<file path="src/rtl/xtop_run_ctrl_if.sv">
// xtop parallel register-file port.
// The master (run controller) drives the address, write enable and write data.
// The slave (xtop) returns the read data one cycle after the address.
//   par_addr : register index
//   par_we   : write strobe
//   par_in   : write data
//   par_out  : read data, one-cycle latency
interface xtop_run_ctrl_if #(
    parameter int unsigned REGF_ADDR_W = 4,
    parameter int unsigned DATA_W      = 32
);
    logic [REGF_ADDR_W-1:0] par_addr;
    logic                   par_we;
    logic [DATA_W-1:0]      par_in;
    logic [DATA_W-1:0]      par_out;

    modport master (
        output par_addr,
        output par_we,
        output par_in,
        input  par_out
    );

    modport slave (
        input  par_addr,
        input  par_we,
        input  par_in,
        output par_out
    );
endinterface

</file>
<file path="src/rtl/xtop_run_ctrl.sv">
// Sequencer that launches one picoVersat computation through the xtop parallel
// register-file port.
// Flow: write op_a/op_b/op_code to R1-R3, write R0=1, poll R0 until the firmware
// clears it, then read R[RES_ADDR]. A watchdog aborts the run after TIMEOUT poll cycles.
//   clk, rst           : clock, asynchronous active-high reset
//   start              : launch request, only sampled when idle
//   op_a, op_b, op_code: operands, latched on an accepted start
//   busy               : high outside IDLE
//   done               : one-cycle completion pulse
//   timeout            : run was aborted (valid with done, held until next start)
//   result             : R[RES_ADDR] of the last successful run
//   cycles             : poll cycles used by the last run
//   par                : register-file port (master side)
module xtop_run_ctrl #(
    parameter int unsigned REGF_ADDR_W = 4,
    parameter int unsigned DATA_W      = 32,
    parameter int unsigned RES_ADDR    = 4,
    parameter int unsigned CNT_W       = 16,
    parameter int unsigned TIMEOUT     = 65535
) (
    input  logic              clk,
    input  logic              rst,
    input  logic              start,
    input  logic [DATA_W-1:0] op_a,
    input  logic [DATA_W-1:0] op_b,
    input  logic [DATA_W-1:0] op_code,
    output logic              busy,
    output logic              done,
    output logic              timeout,
    output logic [DATA_W-1:0] result,
    output logic [CNT_W-1:0]  cycles,
    xtop_run_ctrl_if.master   par
);

    localparam logic [REGF_ADDR_W-1:0] ResIdx     = REGF_ADDR_W'(RES_ADDR);
    localparam logic [CNT_W-1:0]       TimeoutCnt = CNT_W'(TIMEOUT);

    typedef enum logic [3:0] {
        StIdle, StWrA, StWrB, StWrOp, StGo, StPoll, StRdRes, StRdCap, StDone
    } state_e;

    state_e            state_q, state_d;
    logic [DATA_W-1:0] op_a_q, op_a_d;
    logic [DATA_W-1:0] op_b_q, op_b_d;
    logic [DATA_W-1:0] op_code_q, op_code_d;
    logic              timeout_q, timeout_d;
    logic [DATA_W-1:0] result_q, result_d;
    logic [CNT_W-1:0]  cycles_q, cycles_d;

    always_ff @(posedge clk or posedge rst) begin
        if (rst) begin
            state_q   <= StIdle;
            op_a_q    <= '0;
            op_b_q    <= '0;
            op_code_q <= '0;
            timeout_q <= 1'b0;
            result_q  <= '0;
            cycles_q  <= '0;
        end else begin
            state_q   <= state_d;
            op_a_q    <= op_a_d;
            op_b_q    <= op_b_d;
            op_code_q <= op_code_d;
            timeout_q <= timeout_d;
            result_q  <= result_d;
            cycles_q  <= cycles_d;
        end
    end

    always_comb begin
        state_d      = state_q;
        op_a_d       = op_a_q;
        op_b_d       = op_b_q;
        op_code_d    = op_code_q;
        timeout_d    = timeout_q;
        result_d     = result_q;
        cycles_d     = cycles_q;
        par.par_addr = '0;
        par.par_we   = 1'b0;
        par.par_in   = '0;
        busy         = (state_q != StIdle);
        done         = 1'b0;

        unique case (state_q)
            StIdle: begin
                if (start) begin
                    op_a_d    = op_a;
                    op_b_d    = op_b;
                    op_code_d = op_code;
                    timeout_d = 1'b0;
                    cycles_d  = '0;
                    state_d   = StWrA;
                end
            end
            StWrA: begin
                par.par_addr = REGF_ADDR_W'(1);
                par.par_we   = 1'b1;
                par.par_in   = op_a_q;
                state_d      = StWrB;
            end
            StWrB: begin
                par.par_addr = REGF_ADDR_W'(2);
                par.par_we   = 1'b1;
                par.par_in   = op_b_q;
                state_d      = StWrOp;
            end
            StWrOp: begin
                par.par_addr = REGF_ADDR_W'(3);
                par.par_we   = 1'b1;
                par.par_in   = op_code_q;
                state_d      = StGo;
            end
            StGo: begin
                par.par_we = 1'b1;
                par.par_in = DATA_W'(1);
                state_d    = StPoll;
            end
            StPoll: begin
                cycles_d = cycles_q + CNT_W'(1);
                // cycles_q == 0 marks the first poll cycle, whose read data is still stale.
                if (cycles_q != '0 && par.par_out == '0) begin
                    state_d = StRdRes;
                end else if (cycles_d == TimeoutCnt) begin
                    timeout_d = 1'b1;
                    result_d  = '0;
                    state_d   = StDone;
                end
            end
            StRdRes: begin
                par.par_addr = ResIdx;
                state_d      = StRdCap;
            end
            StRdCap: begin
                par.par_addr = ResIdx;
                result_d     = par.par_out;
                state_d      = StDone;
            end
            StDone: begin
                done    = 1'b1;
                state_d = StIdle;
            end
            default: state_d = StIdle;
        endcase
    end

    assign timeout = timeout_q;
    assign result  = result_q;
    assign cycles  = cycles_q;

endmodule

</file>
<file path="src/flat_wrapper.sv">
// flat-port wrapper written by rule: the top's interface ports become plain ports
module xtop_run_ctrl_flat 
#(
    parameter int unsigned REGF_ADDR_W = 4,
    parameter int unsigned DATA_W      = 32,
    parameter int unsigned RES_ADDR    = 4,
    parameter int unsigned CNT_W       = 16,
    parameter int unsigned TIMEOUT     = 65535
)
  (clk, rst, start, op_a, op_b, op_code, busy, done, timeout, result, cycles, par_par_addr, par_par_we, par_par_in, par_par_out);
  xtop_run_ctrl_if #(.REGF_ADDR_W(REGF_ADDR_W), .DATA_W(DATA_W)) par_i ();
  input  logic clk;
  input  logic rst;
  input  logic start;
  input  logic [DATA_W-1:0] op_a;
  input  logic [DATA_W-1:0] op_b;
  input  logic [DATA_W-1:0] op_code;
  output logic busy;
  output logic done;
  output logic timeout;
  output logic [DATA_W-1:0] result;
  output logic [CNT_W-1:0] cycles;
  output wire logic [$bits(par_i.par_addr)-1:0] par_par_addr;
  output wire logic [$bits(par_i.par_we)-1:0] par_par_we;
  output wire logic [$bits(par_i.par_in)-1:0] par_par_in;
  input wire logic [$bits(par_i.par_out)-1:0] par_par_out;
  assign par_par_addr = par_i.par_addr;
  assign par_par_we = par_i.par_we;
  assign par_par_in = par_i.par_in;
  assign par_i.par_out = par_par_out;
  xtop_run_ctrl #(.REGF_ADDR_W(REGF_ADDR_W), .DATA_W(DATA_W), .RES_ADDR(RES_ADDR), .CNT_W(CNT_W), .TIMEOUT(TIMEOUT)) u_core (.clk(clk), .rst(rst), .start(start), .op_a(op_a), .op_b(op_b), .op_code(op_code), .busy(busy), .done(done), .timeout(timeout), .result(result), .cycles(cycles), .par(par_i));
endmodule
</file>
<file path="config.mk">
export PLATFORM = sky130hd
export DESIGN_NAME = xtop_run_ctrl_flat
export DESIGN_NICKNAME = d
export VERILOG_FILES = /design/src/rtl/xtop_run_ctrl_if.sv /design/src/rtl/xtop_run_ctrl.sv /design/src/flat_wrapper.sv
export SDC_FILE = /design/constraint.sdc
export NUM_CORES = 1
export LEC_CHECK = 0
export ABC_AREA = 1
export CORE_AREA = 2 2 120 122
export DETAILED_ROUTE_END_ITERATION = 16
export DIE_AREA = 0 0 122 124
export PLACE_DENSITY = 0.89
export SYNTH_ARGS = -nofsm -noshare
export SYNTH_HDL_FRONTEND = slang
export SYNTH_SLANG_ARGS = --single-unit
</file>
<file path="constraint.sdc">
create_clock -name clk -period 10.8 [get_ports clk]
set_clock_uncertainty 0.05 [all_clocks]
set_input_delay 3.24 -clock clk [delete_from_list [all_inputs] [get_ports clk]]
set_output_delay 3.24 -clock clk [all_outputs]
set_load 0.02 [all_outputs]
</file>
==> results of run 1 <==
## area by class of cell
cell class	instances	area, sq um	share of cell area
Sequential cell	149	3730	0.387
Multi-Input combinational cell	494	2640	0.274
Timing Repair Buffer	220	2190	0.227
Clock buffer	19	443	0.0459
Inverter	74	283	0.0293
Tap cell	180	225	0.0233
Clock inverter	13	133	0.0137
## metal layers
| layer | GRT usage | part of all wire | wire length (um) | vias up |
|---|---|---|---|---|
| met2 | 0.416 | 0.50 | 8950 | 207 |
| li1 | - | - | - | 2854 |
| met3 | 0.0682 | 0.072 | 1280 | 31 |
| met1 | 0.290 | 0.41 | 7290 | 2852 |
| met5 | 0 | 0 | 0 | - |
| met4 | 0.0898 | 0.019 | 344 | 0 |
## state kept, by name (all words and copies together), names as in the netlist
| name | cells |
|---|---|
| u_core.op_code_q | 32 |
| u_core.op_b_q | 32 |
| u_core.timeout | 1 |
| u_core.state_q | 4 |
| u_core.op_a_q | 32 |
| u_core.result | 32 |
| u_core.cycles | 16 |
## per-stage QoR
stage | area, sq um | hold slack (ns) | std cells | worst slack, ns | util
5_1_grt | 9650 | 0.440 | 1149 | 3.82 | 0.703
2_1_floorplan | 6780 | 0.430 | 749 | 3.50 | -
3_3_place_gp | 9070 | 0.403 | 1117 | 4.67 | 0.661
3_5_place_dp | 9070 | 0.408 | 1117 | 4.52 | 0.661
6_report | 9650 | 0.421 | 1149 | 4.12 | 0.703
4_1_cts | 9650 | 0.423 | 1149 | 4.08 | 0.703
## worst max-delay path: cells and delay by family (launching register included)
family,cells,cell delay (ns)
buffers and inverters,3,1.29
flip-flops,1,0.41
AND/OR/NAND/NOR,5,1.25
## layout by cell type, fill, tap and decap left out, types with 7 or more instances in the layout
cell type        synthesis  routed
o21ai_0                 12      12
inv_1                   73      72
o22ai_1                  8       8
clkdlybuf4s50_1          0     217
dfrtp_1                149     149
a21oi_1                 45      45
nor2_1                  77      75
nand3_1                 24      23
mux2_2                  53      53
nand2_1                211     211
o221ai_1                18      18
clkbuf_16                0      17
nor4_1                   7       7
nand4_1                 14      14
## power by group through the flow
stage	logic (uW)	clock network [uW]	registers (uW)
3_5_place_dp	1270	0	935
3_3_place_gp	1240	0	921
2_1_floorplan	702	0	969
4_1_cts	1280	581	928
5_1_grt	1380	609	956
6_report	1270	571	930
## cell families (layout without fill, tap and decap cells)
kind of cell,count (synthesis),after routing,share of synthesized area
AND/OR/NAND/NOR,346,346,0.211
flip-flops,149,149,0.550
buffers and inverters,106,326,0.0633
AO/OA/AOI/OAI,90,90,0.0801
multiplexers,53,53,0.0880
adder cells (fa/ha/maj),3,3,0.00554
other,1,1,0.000553
XOR/XNOR,1,1,0.00129
## worst paths after layout
path / startpoint / to / slack, ns
min reg2reg: u_core.result[15] / u_core.result[15] / 0.42
max in group asynchronous: rst / u_core.op_b_q[13] / 6.03
min in group asynchronous: rst / u_core.result[23] / 3.22
max: u_core.state_q[3] / par_par_in[19] / 4.12
max reg2reg: u_core.state_q[0] / u_core.timeout / 7.79
min: u_core.result[15] / u_core.result[15] / 0.42
## Yosys cell counts
master    count
nand2_1     211
dfrtp_1     149
nor2_1       77
inv_1        73
mux2_2       53
a21oi_1      45
nand3_1      24
clkbuf_1     19
o221ai_1     18
nand4_1      14
o21ai_0      12
o22ai_1       8
nor4_1        7
buf_1         5
o211ai_1      5
buf_2         4
nand2_2       4
nor2_2        4
buf_6         3
ha_1          3
nor2_4        2
nor3_1        2
buf_4         1
conb_1        1
inv_2         1
nand3_4       1
o21ai_1       1
o31ai_1       1
xor2_1        1
==> flow_summary_export.csv, run 1 <==
group,metric,value,unit
detailed_routing,viasPerCell,5.17,
synthesis,synth-seq-cells,149,
detailed_routing,post_drt_wl_per_cell,15.6,um
floorplanning,core,13700,sq um
synthesis,synth_warnings,0,
sta,finalSetupViolCount,0,
finish,area_delta_synth_final,42.3,%
pwr,power.internal,1710,uW
clock_tree,numCtsBuffers,17,
synthesis,syn-cell-area,6780,sq um
sta,fmax,0.150,GHz
synthesis,syn_area_per_cell,9.05,sq um
synthesis,ys_top_cells_by_area,"dfrtp_1, nand2_1, mux2_2",
critical_path,slowest_delay,0.60,ns
pwr,swShare,0.382,
critical_path,cp.arrival,3.39,ns
detailed_routing,wl,17.9,mm
clock_tree,clock-root-buffer,"clkbuf_16",
sta,rsz0062_at_grt,"false",
global_routing,grt_pass1_vias,5934,
pwr,clockPowerShare,0.206,
outcome,outcome,"finished, final reports clean",
floorplanning,die_w,122,um
synthesis,syn-num-nets,883,
clock_tree,clkSinkCount,149,
critical_path,crit_slowest_cell,"clkdlybuf4s50_1",
critical_path,critical_path_required,7.51,ns
synthesis,synth_top_cell_area_share,0.550,
sta,max_slew_margin,0.180,
detailed_routing,vias,5944,
placed_design,dp_hpwl,12.6,mm
detailed_routing,dr.pass1.iters,4,
floorplanning,rows,43,
global_routing,antenna_found_initial,0,
detailed_routing,drtIter0Drc,367,
synthesis,synth_cell_type_count,29,
min_path,min_path_type,"flop to flop",
critical_path,critPathLaunchType,"flop",
floorplanning,die_area,15100,sq um
placed_design,gp_congestion,0.836,
clock_tree,cts_resized,0,
clock_tree,clkLatencyLatePin,0.41,ns
pwr,combPwrFrac,0.458,
critical_path,critPathMaxFanout,27,
clock_tree,cts_buffer_depth,2,
clock_tree,h-tree-depth,4,
critical_path,path_class,"flop to output port",
global_routing,grt_pass1_wl,28.3,mm
critical_path,reg2reg_depth,7,
global_routing,track_usage,0.242,
floorplanning,ios,219,
clock_tree,ctsHoldBuffers,0,
detailed_routing,ant_nets,0,
finish,diodes,0,
synthesis,yosysSeqAreaShare,0.550,
clock_tree,post-cts-setup-buffers,0,
clock_tree,clk_pin_slew,0.06,ns
pwr,power.leakage,0.00436,uW
pwr,p_per_area,287,nW/um^2
finish,nets,1090,
sta,finalCritPeriodShare,0.618,
floorplanning,initial_core_util,0.494,
clock_tree,cts_tree,"yes",
sta,worst_slew_pin_slew,1.23,ns
synthesis,syn-instance-count,749,
sta,min_period,6.68,ns
floorplanning,die_h,124,um
sta,setup_tns,0,ns
synthesis,synth_area_leader_cell,"dfrtp_1",
critical_path,crit_chain,"nor2_1, inv_1, nor2_1, nand2_1, inv_1, nand2_1, nand3_1, clkdlybuf4s50_1",
critical_path,end_kind,"output port",
pwr,total_power,2770,uW
global_routing,overflow,0,
pwr,p_seq_frac,0.336,
sta,hold_viol,0,
detailed_routing,drcViolationCount,0,
flow_run,maxCapViolCount,0,
finish,fillers,1035,
pwr,p_sw,1060,uW
min_path,hold_depth,2,
finish,drive_gt1_frac,0.106,
sta,drv_slew,0,
pwr,ir_drop,178,uV
placed_design,numPortBuffers,217,
global_routing,grt_start_max_net_pins,87,
Note: power is estimated with default switching activity, not from simulation.
==> run 2, diff against run 1 <==
- CORE_AREA: 2 2 120 122 -> 2 2 124 126
- DIE_AREA: 0 0 122 124 -> 0 0 126 128
- PLACE_DENSITY: 0.89 -> 0.85
- clock period: 10.8 -> 6.2 ns (I/O delays scaled with it)
==> run 2 against run 1 <==
  * Clock power increased by 100%
  * Combinational power up 76%
  * Hold slack worse by 0.0017 ns
  * Register-to-register slack worse by 4.2 ns
  * Design area grew 1.3%
  * Critical path type unchanged
  * Critical path depth fell by 1
  * Via count decreased by 0.22%
  * Largest cell class unchanged
  * Die area up 6.6%
  * Sequential cell count unchanged
==> flow_summary_export.csv, run 2 (synthesized netlist as in run 1, its figures left out) <==
group,metric,value,unit
outcome,outcome,"finished, final reports clean",
flow_run,maxCapViolCount,0,
sta,max_slew_margin,0.207,
detailed_routing,ant_nets,0,
finish,nets,1092,
clock_tree,clk_pin_slew,0.06,ns
sta,min_period,5.00,ns
sta,rsz0062_at_grt,"false",
pwr,p_sw,1840,uW
sta,finalCritPeriodShare,0.806,
floorplanning,die_area,16100,sq um
critical_path,slowest_delay,0.66,ns
pwr,p_seq_frac,0.325,
floorplanning,die_h,128,um
floorplanning,ios,219,
floorplanning,core,14900,sq um
pwr,ir_drop,299,uV
detailed_routing,drtIter0Drc,382,
floorplanning,initial_core_util,0.456,
critical_path,critPathMaxFanout,21,
critical_path,cp_top_family,"buffers and inverters",
global_routing,grt_pass1_wl,29.4,mm
min_path,min_path_type,"flop to flop",
critical_path,timing.rr.start,"u_core.state_q[0]",
min_path,holdPathEnd,"u_core.result[0]",
sta,fmax,0.200,GHz
min_path,hp-start,"u_core.result[0]",
detailed_routing,drcViolationCount,0,
finish,layout_commonest_cell,"clkdlybuf4s50_1",
sta,setup_tns,0,ns
detailed_routing,wl,18.1,mm
critical_path,worstPathBufferInverterCount,3,
finish,final_area,9770,sq um
placed_design,gp_congestion,0.867,
critical_path,rr_endpoint,"u_core.timeout",
clock_tree,cts_resized,0,
clock_tree,clock-root-buffer,"clkbuf_16",
critical_path,cp.arrival,3.09,ns
detailed_routing,dr.pass1.iters,6,
placed_design,placed_cell_area,9110,sq um
global_routing,overflow,0,
detailed_routing,post_drt_wl_per_cell,15.7,um
pwr,combPwrFrac,0.444,
critical_path,r2r_slack,3.62,ns
pwr,swShare,0.368,
floorplanning,rows,45,
critical_path,crit_slowest_cell,"clkdlybuf4s50_1",
finish,final_cell_mix,"clkdlybuf4s50_1, nand2_1, dfrtp_1, nor2_1, inv_1",
clock_tree,ctsHoldBuffers,0,
sta,worst_slack,1.20,ns
global_routing,antenna_found_initial,1,
clock_tree,clkLatencyLatePin,0.41,ns
pwr,power.leakage,0.00442,uW
sta,drv_slew,0,
critical_path,end_kind,"output port",
sta,worst_slew_pin_slew,1.19,ns
pwr,p_per_area,513,nW/um^2
pwr,power.internal,3170,uW
detailed_routing,vias,5931,
sta,hold_viol,0,
placed_design,pre_cts_slack,1.66,ns
placed_design,numPortBuffers,217,
finish,drive_gt1_frac,0.104,
clock_tree,clkSinkCount,149,
critical_path,critPathLaunchType,"flop",
min_path,hold_depth,2,
floorplanning,die_w,126,um
pwr,clockPowerShare,0.231,
global_routing,track_usage,0.229,
critical_path,critical_path_required,4.29,ns
placed_design,dp_hpwl,12.6,mm
sta,finalSetupViolCount,0,
critical_path,reg2reg_depth,6,
global_routing,grt_pass1_vias,6014,
clock_tree,cts_buffer_depth,2,
critical_path,crit_chain,"nor2_1, inv_1, nor2_2, buf_4, a21oi_1, o21ai_0, clkdlybuf4s50_1",
clock_tree,cts_tree,"yes",
finish,fillers,1202,
pwr,total_power,5010,uW
critical_path,path_class,"flop to output port",
global_routing,grt_start_max_net_pins,112,
clock_tree,post-cts-setup-buffers,0,
clock_tree,h-tree-depth,4,
finish,area_delta_synth_final,44.1,%
clock_tree,numCtsBuffers,17,
detailed_routing,viasPerCell,5.12,
## run 2: final cells by class
type	count	area, sq um	share of cell area
Sequential cell	149	3730	0.382
Multi-Input combinational cell	494	2640	0.270
Timing Repair Buffer	222	2220	0.227
Clock buffer	22	464	0.0475
Inverter	74	283	0.0289
Tap cell	188	235	0.0241
Clock inverter	8	198	0.0202
Antenna cell	1	2.50	0.000256
## run 2: power groups by stage
| stage | logic (uW) | clock network (uW) | registers (uW) |
|---|---|---|---|
| 2_1_floorplan | 1220 | 0 | 1690 |
| 3_3_place_gp | 2170 | 0 | 1620 |
| 3_5_place_dp | 2230 | 0 | 1630 |
| 4_1_cts | 2240 | 1170 | 1620 |
| 5_1_grt | 2410 | 1220 | 1670 |
| 6_report | 2230 | 1160 | 1630 |
## run 2: tightest hold or removal path, delay by kind of cell, from the launching register on
kind,cells,cell delay (ns)
DFF,1,0.34
and+or+nand+nor,2,0.10
## run 2: worst max-delay path by stage
stage,start,to,slack [ns],depth (start not counted)
floorplan,rst,u_core.cycles[0],0.28,1
global placement,u_core.state_q[3],par_par_in[0],1.76,7
detailed placement,u_core.state_q[3],par_par_in[0],1.66,7
CTS,u_core.state_q[3],par_par_in[0],1.20,7
global route,u_core.state_q[3],par_par_in[0],1.01,7
finish,u_core.state_q[3],par_par_in[0],1.20,7
## run 2: per-stage QoR
step                 util  hold slack (ns)  instances
detailed placement  0.613            0.407       1127
global placement    0.613            0.403       1127
floorplan               -            0.430        749
global route        0.657            0.437       1158
CTS                 0.657            0.423       1157
finish              0.657            0.419       1158
## run 2: routing by layer
metal / vias up / track usage / wire length, um
li1: 2861 / - / -
met1: 2837 / 0.297 / 7800
met2: 207 / 0.373 / 8780
met3: 26 / 0.0618 / 1210
met4: 0 / 0.0802 / 337
met5: - / 0 / 0
==> run 3, diff against run 2 <==
- clock period: 6.2 -> 5.09 ns (I/O delays scaled with it)
==> run 3 against run 2 <==
  * First-iteration DRC count grew 4.7%
  * Sequential power increased by 21%
  * Sequential cell count did not move
  * Worst setup slack got worse by 0.94 ns
  * Global-route usage is 0.49 points higher
  * Via count increased by 0.54%
  * Highest routed layer unchanged
  * Hold slack about the same
  * Routed wire length up 1.3%
  * Cell count grew 0.43%
  * Sequential share of layout area increased by 0.20 points
==> flow_summary_export.csv, run 3 (synthesized netlist as in run 1, its figures left out) <==
group,metric,value,unit
pwr,p_seq_frac,0.333,
detailed_routing,drtIter0Drc,400,
sta,hold_viol,0,
clock_tree,numCtsBuffers,17,
global_routing,grt_start_max_net_pins,150,
clock_tree,post-cts-setup-buffers,0,
clock_tree,clkLatencyLatePin,0.42,ns
sta,rsz0062_at_grt,"false",
global_routing,antenna_found_initial,1,
global_routing,overflow,0,
floorplanning,die_h,128,um
critical_path,crit_slowest_cell,"clkdlybuf4s50_1",
clock_tree,clock-root-buffer,"clkbuf_16",
min_path,min_path_type,"flop to flop",
floorplanning,die_area,16100,sq um
finish,drive_gt1_frac,0.112,
placed_design,gp_congestion,0.863,
sta,finalSetupViolCount,0,
critical_path,crit_chain,"nor2_1, inv_1, nor2_1, nand2_1, inv_1, nand2_1, nand3_1, clkdlybuf4s50_1",
pwr,swShare,0.384,
clock_tree,ctsHoldBuffers,0,
finish,final_cell_mix,"clkdlybuf4s50_1, nand2_1, dfrtp_1, nor2_1, inv_1",
critical_path,critPathLaunchType,"flop",
pwr,p_per_area,609,nW/um^2
sta,finalCritPeriodShare,0.949,
finish,nets,1095,
min_path,hold_depth,2,
detailed_routing,post_drt_wl_per_cell,15.8,um
min_path,holdPathEnd,"u_core.result[25]",
min_path,hp-start,"u_core.result[25]",
floorplanning,core,14900,sq um
pwr,ir_drop,322,uV
clock_tree,cts_resized,0,
critical_path,critical_path_required,3.51,ns
detailed_routing,viasPerCell,5.13,
critical_path,end_kind,"output port",
pwr,power.leakage,0.00438,uW
pwr,p_sw,2270,uW
placed_design,numPortBuffers,217,
floorplanning,rows,45,
global_routing,track_usage,0.234,
detailed_routing,ant_nets,0,
sta,setup_tns,0,ns
pwr,combPwrFrac,0.458,
clock_tree,cts_tree,"yes",
global_routing,grt_pass1_vias,6088,
critical_path,r2r_slack,2.50,ns
finish,layout_commonest_cell,"clkdlybuf4s50_1",
critical_path,critPathLaunch,"u_core.state_q[3]",
flow_run,maxCapViolCount,0,
finish,final_util,0.654,
critical_path,reg2reg_depth,10,
pwr,total_power,5930,uW
clock_tree,cts_buffer_depth,2,
sta,max_slew_margin,0.438,
critical_path,timing.rr.start,"u_core.state_q[3]",
outcome,outcome,"finished, final reports clean",
critical_path,rr_endpoint,"u_core.timeout",
detailed_routing,wl,18.4,mm
critical_path,slowest_delay,0.60,ns
detailed_routing,dr.pass1.iters,5,
global_routing,grt_pass1_wl,29.8,mm
sta,min_period,4.83,ns
clock_tree,clkSinkCount,149,
sta,fmax,0.207,GHz
clock_tree,clk_pin_slew,0.06,ns
sta,worst_slew_pin_slew,0.842,ns
floorplanning,ios,219,
finish,area_delta_synth_final,43.4,%
floorplanning,initial_core_util,0.456,
pwr,power.internal,3650,uW
detailed_routing,vias,5963,
detailed_routing,drcViolationCount,0,
critical_path,path_class,"flop to output port",
sta,drv_slew,0,
finish,fillers,1210,
pwr,clockPowerShare,0.209,
clock_tree,h-tree-depth,4,
floorplanning,die_w,126,um
critical_path,cp.arrival,3.25,ns
placed_design,dp_hpwl,13.1,mm
critical_path,critPathMaxFanout,19,
-- run 3: cell types whose count changed in the layout (fill, tap and decap cells not counted), moves of 2 or more --
cell | before | now
clkinvlp_4 | 0 | 6
buf_4 | 4 | 7
bufinv_16 | 6 | 2
clkinv_2 | 0 | 2
clkbuf_1 | 3 | 0
-- run 3: critical path: cells and delay by family (launching register included) --
family                 cells  cell delay, ns
flip-flops                 1            0.42
AND/OR/NAND/NOR            5            1.14
buffers and inverters      3            1.26
-- run 3: final cells by class --
class / count / area [sq um] / area share
sequential: 149 / 3730 / 0.383
clock buffer: 18 / 439 / 0.0452
multi-input combinational: 494 / 2640 / 0.272
inverter: 74 / 282 / 0.0290
antenna: 1 / 2.50 / 0.000257
timing repair buffer: 225 / 2240 / 0.231
clock inverter: 14 / 151 / 0.0156
tap: 188 / 235 / 0.0242
-- run 3: power groups by stage --
stage	Sequential, uW	Combinational, uW	Clock [uW]
after floorplan	2060	1490	0
after global placement	1960	2660	0
after detailed placement	1990	2720	0
after CTS	1970	2740	1270
after global routing	2030	2950	1320
final	1970	2720	1240
-- run 3: metrics by stage --
| stage | cells | hold slack (ns) | setup WS (ns) | cell area, sq um |
|---|---|---|---|---|
| final | 1163 | 0.419 | 0.259 | 9720 |
| after global routing | 1163 | 0.443 | 0.0106 | 9720 |
| after CTS | 1162 | 0.424 | 0.255 | 9720 |
| after detailed placement | 1130 | 0.408 | 0.719 | 9130 |
| after global placement | 1130 | 0.402 | 0.815 | 9130 |
| after floorplan | 749 | 0.430 | 1.64 | 6780 |
-- run 3: how the worst max path moves through the flow --
stage	slack, ns	cells past startpoint	to
after floorplan	1.64	1	u_core.cycles[0]
after global placement	0.81	8	par_par_in[19]
after detailed placement	0.72	8	par_par_in[14]
after CTS	0.25	8	par_par_in[14]
after global routing	0.01	8	par_par_in[14]
final	0.26	8	par_par_in[14]
-- run 3: per-layer routing --
metal / track usage / share of wire
met5: 0 / 0
met4: 0.0840 / 0.015
met3: 0.0714 / 0.072
met2: 0.392 / 0.50
met1: 0.288 / 0.41
